==> config.mk <==
export PLATFORM = sky130hd
export DESIGN_NAME = s838_run_ctrl_flat
export DESIGN_NICKNAME = d
export VERILOG_FILES = /design/src/rtl/s838_run_ctrl_if.sv /design/src/rtl/s838_run_ctrl.sv /design/src/flat_wrapper.sv
export SDC_FILE = /design/constraint.sdc
export NUM_CORES = 1
export LEC_CHECK = 0
export CAP_MARGIN = 40
export CORE_UTILIZATION = 47
export DETAILED_ROUTE_END_ITERATION = 16
export GPL_ROUTABILITY_DRIVEN = 0
export PLACE_DENSITY = 0.87
export SKIP_CTS_REPAIR_TIMING = 1
export SYNTH_ARGS = -nofsm -noshare
export SYNTH_HDL_FRONTEND = slang
export SYNTH_SLANG_ARGS = --single-unit
==> constraint.sdc <==
create_clock -name CK -period 3.7 [get_ports CK]
set_input_delay 0.555 -clock CK [delete_from_list [all_inputs] [get_ports CK]]
set_output_delay 0.555 -clock CK [all_outputs]
set_load 0.02 [all_outputs]
==> src/rtl/s838_run_ctrl_if.sv <==
// Host and core signal bundle for s838_run_ctrl.
// The master modport is the host/core side; the slave modport is the sequencer.
interface s838_run_ctrl_if #(
    parameter int unsigned STEP_W = 16
);
    // host request side
    logic              start;
    logic [STEP_W-1:0] steps;
    logic              clear_first;
    logic              hold;
    logic              abort;
    logic              ld_en;
    logic [31:0]       ld_data;

    // core return side
    logic [31:0]       ns_in;
    logic              z_in;
    logic              w_in;

    // sequencer outputs
    logic [31:0]       y_out;
    logic              x_out;
    logic              clear_out;
    logic              busy;
    logic              done;
    logic              aborted;
    logic [STEP_W-1:0] z_count;
    logic              w_seen;
    logic [15:0]       sig;

    modport master (
        output start, steps, clear_first, hold, abort, ld_en, ld_data,
        output ns_in, z_in, w_in,
        input  y_out, x_out, clear_out, busy, done, aborted, z_count, w_seen, sig
    );

    modport slave (
        input  start, steps, clear_first, hold, abort, ld_en, ld_data,
        input  ns_in, z_in, w_in,
        output y_out, x_out, clear_out, busy, done, aborted, z_count, w_seen, sig
    );
endinterface

==> src/rtl/s838_run_ctrl.sv <==
// Run sequencer and Y state holder for the s838 next-state core.
// Optional Z signature (CRC-CCITT) is compiled in with `define S838_SIG_EN.
module s838_run_ctrl #(
    parameter int unsigned STEP_W = 16
) (
    input  logic             CK,
    input  logic             RSTn,
    s838_run_ctrl_if.slave   bus
);

    typedef enum logic [1:0] {
        S_IDLE = 2'd0,
        S_CLR  = 2'd1,
        S_RUN  = 2'd2,
        S_DONE = 2'd3
    } state_t;

    state_t            state_q;
    state_t            state_nxt;

    logic [31:0]       y_q;
    logic [STEP_W-1:0] remaining_q;
    logic [STEP_W-1:0] z_count_q;
    logic              w_seen_q;
    logic              aborted_q;

    logic              x_q;
    logic              clear_q;
    logic              busy_q;
    logic              done_q;
    logic              x_d;
    logic              clear_d;
    logic              busy_d;
    logic              done_d;

    logic              accept_c;
    logic              abort_c;
    logic              load_c;
    logic              step_c;

    // Qualified events for the datapath; hold only stalls RUN, abort wins over everything.
    always_comb begin
        accept_c = (state_q == S_IDLE) && bus.start;
        abort_c  = ((state_q == S_CLR) || (state_q == S_RUN)) && bus.abort;
        step_c   = (state_q == S_RUN) && !bus.abort && !bus.hold;
        load_c   = ((state_q == S_CLR) && !bus.abort) || step_c;
    end

    // State register.
    always_ff @(posedge CK or negedge RSTn) begin
        if (!RSTn) begin
            state_q <= S_IDLE;
        end else begin
            state_q <= state_nxt;
        end
    end

    // Next-state logic.
    always_comb begin
        state_nxt = state_q;
        case (state_q)
            S_IDLE: begin
                if (bus.start) begin
                    if (bus.steps == '0) begin
                        state_nxt = S_DONE;
                    end else if (bus.clear_first) begin
                        state_nxt = S_CLR;
                    end else begin
                        state_nxt = S_RUN;
                    end
                end
            end
            S_CLR: begin
                state_nxt = bus.abort ? S_DONE : S_RUN;
            end
            S_RUN: begin
                if (bus.abort) begin
                    state_nxt = S_DONE;
                end else if (!bus.hold && (remaining_q == STEP_W'(1))) begin
                    state_nxt = S_DONE;
                end
            end
            S_DONE: begin
                state_nxt = S_IDLE;
            end
            default: begin
                state_nxt = S_IDLE;
            end
        endcase
    end

    // Output decode of the upcoming state, registered below so outputs never see inputs directly.
    always_comb begin
        x_d     = 1'b0;
        clear_d = 1'b0;
        busy_d  = 1'b0;
        done_d  = 1'b0;
        case (state_nxt)
            S_CLR: begin
                x_d     = 1'b1;
                clear_d = 1'b1;
                busy_d  = 1'b1;
            end
            S_RUN: begin
                x_d     = 1'b1;
                busy_d  = 1'b1;
            end
            S_DONE: begin
                done_d  = 1'b1;
            end
            default: begin
                x_d     = 1'b0;
            end
        endcase
    end

    always_ff @(posedge CK or negedge RSTn) begin
        if (!RSTn) begin
            x_q     <= 1'b0;
            clear_q <= 1'b0;
            busy_q  <= 1'b0;
            done_q  <= 1'b0;
        end else begin
            x_q     <= x_d;
            clear_q <= clear_d;
            busy_q  <= busy_d;
            done_q  <= done_d;
        end
    end

    // Y register: preset only in IDLE, otherwise follows the core on load cycles.
    always_ff @(posedge CK or negedge RSTn) begin
        if (!RSTn) begin
            y_q <= 32'h0000_0000;
        end else if ((state_q == S_IDLE) && bus.ld_en) begin
            y_q <= bus.ld_data;
        end else if (load_c) begin
            y_q <= bus.ns_in;
        end
    end

    // Step counter and observation of the core outputs on sampled steps.
    always_ff @(posedge CK or negedge RSTn) begin
        if (!RSTn) begin
            remaining_q <= '0;
            z_count_q   <= '0;
            w_seen_q    <= 1'b0;
            aborted_q   <= 1'b0;
        end else if (accept_c) begin
            remaining_q <= bus.steps;
            z_count_q   <= '0;
            w_seen_q    <= 1'b0;
            aborted_q   <= 1'b0;
        end else if (abort_c) begin
            aborted_q   <= 1'b1;
        end else if (step_c) begin
            remaining_q <= remaining_q - STEP_W'(1);
            if (bus.z_in && (z_count_q != '1)) begin
                z_count_q <= z_count_q + STEP_W'(1);
            end
            w_seen_q    <= w_seen_q | bus.w_in;
        end
    end

`ifdef S838_SIG_EN
    logic [15:0] sig_q;
    logic        sig_fb_c;

    assign sig_fb_c = sig_q[15] ^ bus.z_in;

    // CRC-CCITT (0x1021) signature over the sampled Z stream.
    always_ff @(posedge CK or negedge RSTn) begin
        if (!RSTn) begin
            sig_q <= 16'h0000;
        end else if (accept_c) begin
            sig_q <= 16'hFFFF;
        end else if (step_c) begin
            sig_q <= {sig_q[14:0], 1'b0} ^ (sig_fb_c ? 16'h1021 : 16'h0000);
        end
    end

    assign bus.sig = sig_q;
`else
    assign bus.sig = 16'h0000;
`endif

    assign bus.y_out     = y_q;
    assign bus.x_out     = x_q;
    assign bus.clear_out = clear_q;
    assign bus.busy      = busy_q;
    assign bus.done      = done_q;
    assign bus.aborted   = aborted_q;
    assign bus.z_count   = z_count_q;
    assign bus.w_seen    = w_seen_q;

endmodule

==> src/flat_wrapper.sv <==
// flat-port wrapper written by rule: the top's interface ports become plain ports
module s838_run_ctrl_flat 
#(
    parameter int unsigned STEP_W = 16
)
  (CK, RSTn, bus_start, bus_steps, bus_clear_first, bus_hold, bus_abort, bus_ld_en, bus_ld_data, bus_ns_in, bus_z_in, bus_w_in, bus_y_out, bus_x_out, bus_clear_out, bus_busy, bus_done, bus_aborted, bus_z_count, bus_w_seen, bus_sig);
  s838_run_ctrl_if #(.STEP_W(STEP_W)) bus_i ();
  input  logic CK;
  input  logic RSTn;
  input wire logic [$bits(bus_i.start)-1:0] bus_start;
  input wire logic [$bits(bus_i.steps)-1:0] bus_steps;
  input wire logic [$bits(bus_i.clear_first)-1:0] bus_clear_first;
  input wire logic [$bits(bus_i.hold)-1:0] bus_hold;
  input wire logic [$bits(bus_i.abort)-1:0] bus_abort;
  input wire logic [$bits(bus_i.ld_en)-1:0] bus_ld_en;
  input wire logic [$bits(bus_i.ld_data)-1:0] bus_ld_data;
  input wire logic [$bits(bus_i.ns_in)-1:0] bus_ns_in;
  input wire logic [$bits(bus_i.z_in)-1:0] bus_z_in;
  input wire logic [$bits(bus_i.w_in)-1:0] bus_w_in;
  output wire logic [$bits(bus_i.y_out)-1:0] bus_y_out;
  output wire logic [$bits(bus_i.x_out)-1:0] bus_x_out;
  output wire logic [$bits(bus_i.clear_out)-1:0] bus_clear_out;
  output wire logic [$bits(bus_i.busy)-1:0] bus_busy;
  output wire logic [$bits(bus_i.done)-1:0] bus_done;
  output wire logic [$bits(bus_i.aborted)-1:0] bus_aborted;
  output wire logic [$bits(bus_i.z_count)-1:0] bus_z_count;
  output wire logic [$bits(bus_i.w_seen)-1:0] bus_w_seen;
  output wire logic [$bits(bus_i.sig)-1:0] bus_sig;
  assign bus_i.start = bus_start;
  assign bus_i.steps = bus_steps;
  assign bus_i.clear_first = bus_clear_first;
  assign bus_i.hold = bus_hold;
  assign bus_i.abort = bus_abort;
  assign bus_i.ld_en = bus_ld_en;
  assign bus_i.ld_data = bus_ld_data;
  assign bus_i.ns_in = bus_ns_in;
  assign bus_i.z_in = bus_z_in;
  assign bus_i.w_in = bus_w_in;
  assign bus_y_out = bus_i.y_out;
  assign bus_x_out = bus_i.x_out;
  assign bus_clear_out = bus_i.clear_out;
  assign bus_busy = bus_i.busy;
  assign bus_done = bus_i.done;
  assign bus_aborted = bus_i.aborted;
  assign bus_z_count = bus_i.z_count;
  assign bus_w_seen = bus_i.w_seen;
  assign bus_sig = bus_i.sig;
  s838_run_ctrl #(.STEP_W(STEP_W)) u_core (.CK(CK), .RSTn(RSTn), .bus(bus_i));
endmodule
==> report_table.html <==
<table>
<tr><th>Metric</th><th>Value</th></tr>
<tr><th colspan="2">CTS</th></tr>
<tr><td>CTS tree</td><td>yes</td></tr>
<tr><td>Number of sinks driven by the clock tree</td><td>just over 70</td></tr>
<tr><td>H-tree levels</td><td>3</td></tr>
<tr><td>Skew-Pair Late Insertion Delay</td><td>0.34 ns</td></tr>
<tr><td>Number of buffers created by CTS</td><td>9</td></tr>
<tr><td>Deepest clock path buffer count</td><td>2</td></tr>
<tr><td>Clk root buf</td><td>sky130_fd_sc_hd__clkbuf_8</td></tr>
<tr><td>Clock-pin transition on the worst setup and hold timing paths</td><td>about 0.07 ns</td></tr>
<tr><th colspan="2">Global route</th></tr>
<tr><td>Number of global-route vias before repair</td><td>approximately 3300</td></tr>
<tr><td>Leftover overflow at the end of global routing</td><td>0</td></tr>
<tr><td>Total global routing track utilization</td><td>around a quarter</td></tr>
<tr><td>Antenna violations before repair</td><td>0</td></tr>
<tr><td>Pin count of the biggest net entering global routing</td><td>38</td></tr>
<tr><td>First-pass GRT wire length</td><td>16490 µm</td></tr>
<tr><th colspan="2">Floorplanning</th></tr>
<tr><td>Die Footprint</td><td>around 0.0086 mm²</td></tr>
<tr><td>Number of rows in the core area</td><td>32</td></tr>
<tr><td>Top Ports</td><td>around 160</td></tr>
<tr><td>Die width</td><td>between 90 and 100 µm</td></tr>
<tr><td>Starting Density</td><td>approximately 49%</td></tr>
<tr><td>Die Height</td><td>92.61 µm</td></tr>
<tr><td>Area inside the core boundary</td><td>approximately 0.008 mm²</td></tr>
<tr><th colspan="2">Power and ir drop</th></tr>
<tr><td>Clock share of power</td><td>between 10% and 20%</td></tr>
<tr><td>Switching power</td><td>1472 µW</td></tr>
<tr><td>Worst ir drop on vdd</td><td>~0.00027 V</td></tr>
<tr><td>Internal portion of total power</td><td>2258 µW</td></tr>
<tr><td>Share of power burned in registers</td><td>about a third</td></tr>
<tr><td>Switching share of power</td><td>39.46%</td></tr>
<tr><td>Total power density per cell area</td><td>677.5 mW/mm²</td></tr>
<tr><td>Combinational cell fraction of total power</td><td>a little under half</td></tr>
<tr><td>Lkg Pwr</td><td>approximately 0.0024 µW</td></tr>
<tr><th colspan="2">Worst setup path</th></tr>
<tr><td>Buffering stage count on the worst path with inverters included</td><td>1</td></tr>
<tr><td>Arrival time of data at the critical path endpoint</td><td>roughly 2.8 ns</td></tr>
<tr><td>Critical path endpoint category</td><td>register</td></tr>
<tr><td>Critical path type</td><td>in -&gt; reg</td></tr>
<tr><td>Startpoint class of the critical path</td><td>input pin</td></tr>
<tr><td>Family with the most delay on the worst path</td><td>simple AND/OR/NAND/NOR gates</td></tr>
<tr><td>Crit path max fanout</td><td>11</td></tr>
<tr><td>Cell breakdown of the critical path</td><td>clkdlybuf4s50_1, nand4bb_1, or4_1, or3_1, a21oi_1</td></tr>
<tr><td>Delay of the slowest critical-path stage</td><td>0.66 ns</td></tr>
<tr><td>Required arrival time at the worst endpoint</td><td>approximately 4.0 ns</td></tr>
<tr><td>Worst path slowest cell</td><td>sky130_fd_sc_hd__or4_1</td></tr>
<tr><th colspan="2">Synthesis</th></tr>
<tr><td>Average instance area after synthesis</td><td>between 9 and 10 µm²</td></tr>
<tr><td>Sequential cell area fraction in the yosys report</td><td>between 40% and 50%</td></tr>
<tr><td>Synthesized instance count</td><td>about 400</td></tr>
<tr><td>Netlist area before placement</td><td>between 0.003 and 0.004 mm²</td></tr>
<tr><td>Top area cells in the synthesized netlist</td><td>sky130_fd_sc_hd__dfrtp_1, sky130_fd_sc_hd__mux2i_1, sky130_fd_sc_hd__a21oi_1, sky130_fd_sc_hd__nor2_1, sky130_fd_sc_hd__buf_4</td></tr>
<tr><td>Count of synthesis-stage warnings from yosys</td><td>0</td></tr>
<tr><td>Leading register cell type out of synthesis</td><td>sky130_fd_sc_hd__dfrtp_1</td></tr>
<tr><td>#FFs+latches synth</td><td>just over 70</td></tr>
<tr><td>EDFF count, synth</td><td>0</td></tr>
<tr><td>Leading area contributor after synthesis</td><td>sky130_fd_sc_hd__dfrtp_1</td></tr>
<tr><td>FFs w/ async S/R, synth</td><td>100.0%</td></tr>
<tr><td>Count of different cell masters after synthesis</td><td>48</td></tr>
<tr><td>Area fraction of the dominant cell type after synthesis</td><td>approximately 46%</td></tr>
<tr><th colspan="2">Timing</th></tr>
<tr><td>Clock Skew</td><td>between 0.007 and 0.008 ns</td></tr>
<tr><td>Fraction of the cycle the final worst path needs</td><td>69.01%</td></tr>
<tr><td>Final hold viol count</td><td>0</td></tr>
<tr><td>Setup repair after global routing missed its margin</td><td>no</td></tr>
<tr><td>Final setup viols</td><td>0</td></tr>
<tr><td>Time the worst path needs with I/O delays and setup</td><td>~2.6 ns</td></tr>
<tr><td>Transition time of the tightest slew-check pin</td><td>0.8256 ns</td></tr>
<tr><td>Hold Worst Slack</td><td>~0.29 ns</td></tr>
<tr><td>Worst Slack Setup Final</td><td>about 1.1 ns</td></tr>
<tr><td>Final Slew Violations</td><td>0</td></tr>
<tr><td>Remaining max-slew budget at the tightest pin</td><td>44.50%</td></tr>
<tr><td>Achievable clock frequency</td><td>between 300 and 400 MHz</td></tr>
<tr><td>Setup tns final</td><td>0 ns</td></tr>
<tr><th colspan="2">Hold path</th></tr>
<tr><td>Worst hold-check path type</td><td>in -&gt; async</td></tr>
<tr><th colspan="2">Finish</th></tr>
<tr><td>Area growth from synthesis to layout</td><td>42.67%</td></tr>
<tr><td>Nets</td><td>633</td></tr>
<tr><td>Most common cell after layout, fill and taps aside</td><td>sky130_fd_sc_hd__clkdlybuf4s50_1</td></tr>
<tr><td>Design area</td><td>0.005505 mm²</td></tr>
<tr><td>Commonest cells after routing, fill and taps aside</td><td>sky130_fd_sc_hd__clkdlybuf4s50_1, sky130_fd_sc_hd__dfrtp_1, sky130_fd_sc_hd__nor2_1, sky130_fd_sc_hd__a21oi_1, sky130_fd_sc_hd__mux2i_1</td></tr>
<tr><td>Share of cells above drive strength 1</td><td>5.937%</td></tr>
<tr><td>Filler cell count</td><td>slightly below 600</td></tr>
<tr><td># diodes</td><td>0</td></tr>
<tr><th colspan="2">Place</th></tr>
<tr><td>Port Buffers</td><td>~140</td></tr>
<tr><td>HPWL after detailed placement</td><td>8086 µm</td></tr>
<tr><td>Cell Area, Placed</td><td>about 0.0053 mm²</td></tr>
<tr><td>Worst slack at placement</td><td>slightly above 0.8 ns</td></tr>
<tr><th colspan="2">Outcome</th></tr>
<tr><td>Result of the run</td><td>complete, no violations</td></tr>
<tr><th colspan="2">Routing</th></tr>
<tr><td>Count of vias placed by the detailed router</td><td>approximately 3600</td></tr>
<tr><td>Drt first pass iters</td><td>4</td></tr>
<tr><td>Wire length per cell after detailed routing</td><td>approximately 17 µm</td></tr>
<tr><td>Vias per std cell</td><td>~5.6</td></tr>
<tr><td>Total DRC errors in the routed layout</td><td>0</td></tr>
<tr><td>Total wirelength of the detailed-routed design</td><td>10590 µm</td></tr>
<tr><td>ANT nets after route</td><td>0</td></tr>
<tr><td>Number of DRC violations after detailed-routing iteration 0</td><td>roughly 190</td></tr>
<tr><th colspan="2">Run</th></tr>
<tr><td>Max cap viols</td><td>0</td></tr>
</table>
-- layout make-up --
type	instances	area (µm²)	area share, %
Inverter	7	26.28	0.4773
Tap cell	102	127.6	2.318
Timing Repair Buffer	148	1474	26.77
Clock inverter	6	86.33	1.568
Multi-Input combinational cell	298	1891	34.34
Clock buffer	9	123.9	2.250
Sequential cell	71	1777	32.27
-- sequential cells by signal, indices dropped and copies added, names as in the netlist --
signal                cells
u_core.bus.aborted        1
u_core.bus.clear_out      1
u_core.bus.done           1
u_core.bus.w_seen         1
u_core.bus.x_out          1
u_core.bus.y_out         32
u_core.bus.z_count       16
u_core.remaining_q       16
u_core.state_q            2
-- logic make-up after synthesis --
group           after synthesis  share of synthesized area [%]
compound gates               98                          14.69
xor+xnor                      8                          1.816
other cells                   1                        0.09718
flops                        71                          46.04
buf+inv                      47                          6.680
mux                          32                          8.301
fa+ha+maj                     9                          2.918
simple gates                135                          19.46
-- per-layer routing --
metal / wire length (µm) / global-route usage, %
met4: 185 / 7.949
met2: 5195 / 41.23
met1: 4471 / 31.86
met3: 733 / 4.598
met5: 0 / 0
-- synth_stat cells, types with 2 or more instances --
cell                       number
sky130_fd_sc_hd__xnor2_1        2
sky130_fd_sc_hd__mux2i_1       32
sky130_fd_sc_hd__nand4_1       10
sky130_fd_sc_hd__nor4_1         6
sky130_fd_sc_hd__and4_1         4
sky130_fd_sc_hd__or3_2          2
sky130_fd_sc_hd__ha_1           9
sky130_fd_sc_hd__nand2_1       22
sky130_fd_sc_hd__dfrtp_1       71
sky130_fd_sc_hd__o21ai_0       22
sky130_fd_sc_hd__nand3_1        9
sky130_fd_sc_hd__and2_1         2
sky130_fd_sc_hd__nor2_1        46
sky130_fd_sc_hd__a31oi_1       10
sky130_fd_sc_hd__and3_1         2
sky130_fd_sc_hd__buf_2          5
sky130_fd_sc_hd__a211oi_1       2
sky130_fd_sc_hd__nand4b_1       2
sky130_fd_sc_hd__or3_1          9
sky130_fd_sc_hd__inv_1          7
sky130_fd_sc_hd__clkbuf_1       9
sky130_fd_sc_hd__buf_1          7
sky130_fd_sc_hd__a21oi_1       44
sky130_fd_sc_hd__o22ai_1        2
sky130_fd_sc_hd__xor2_1         6
sky130_fd_sc_hd__or4_1         11
sky130_fd_sc_hd__buf_4         18
sky130_fd_sc_hd__o211ai_1       4
sky130_fd_sc_hd__o31ai_1        7
-- worst register-to-register path, stage by stage, from the launching register on --
cell and delay, ns:
sky130_fd_sc_hd__dfrtp_1 0.41, sky130_fd_sc_hd__inv_1 0.14, sky130_fd_sc_hd__ha_1 0.27, sky130_fd_sc_hd__nand4bb_1 0.44, sky130_fd_sc_hd__or4_1 0.67, sky130_fd_sc_hd__or3_1 0.32
sky130_fd_sc_hd__a21oi_1 0.14
-- worst paths after layout --
check / depth (start not counted) / startpoint / slack, ns / end
min in group CK: 2 / u_core.bus.aborted / 0.51 / u_core.bus.aborted
max in group asynchronous: 2 / RSTn / 2.43 / u_core.remaining_q[11]
hold / removal: 1 / RSTn / 0.29 / u_core.bus.y_out[0]
setup / recovery: 5 / bus_abort / 1.15 / u_core.bus.z_count[10]
setup reg to reg: 6 / u_core.state_q[0] / 1.24 / u_core.bus.z_count[10]
hold reg to reg: 2 / u_core.bus.aborted / 0.51 / u_core.bus.aborted
-- power by group through the flow --
| stage | sequential, µW | combinational (µW) | clock [µW] |
|---|---|---|---|
| global route | 1330 | 1920 | 709 |
| floorplan | 1510 | 816 | 0 |
| detailed placement | 1310 | 1790 | 0 |
| finish | 1290 | 1780 | 661 |
| CTS | 1290 | 1790 | 672 |
| global placement | 1290 | 1710 | 0 |
-- metrics by stage --
step                utilization (%)  total power [µW]  instances
finish                        70.15              3730        641
detailed placement            67.47              3095        626
global placement              67.22              3001        625
floorplan                         -              2328        416
CTS                           70.15              3753        641
global route                  70.15              3960        641
(Power assumes the default switching activity.)
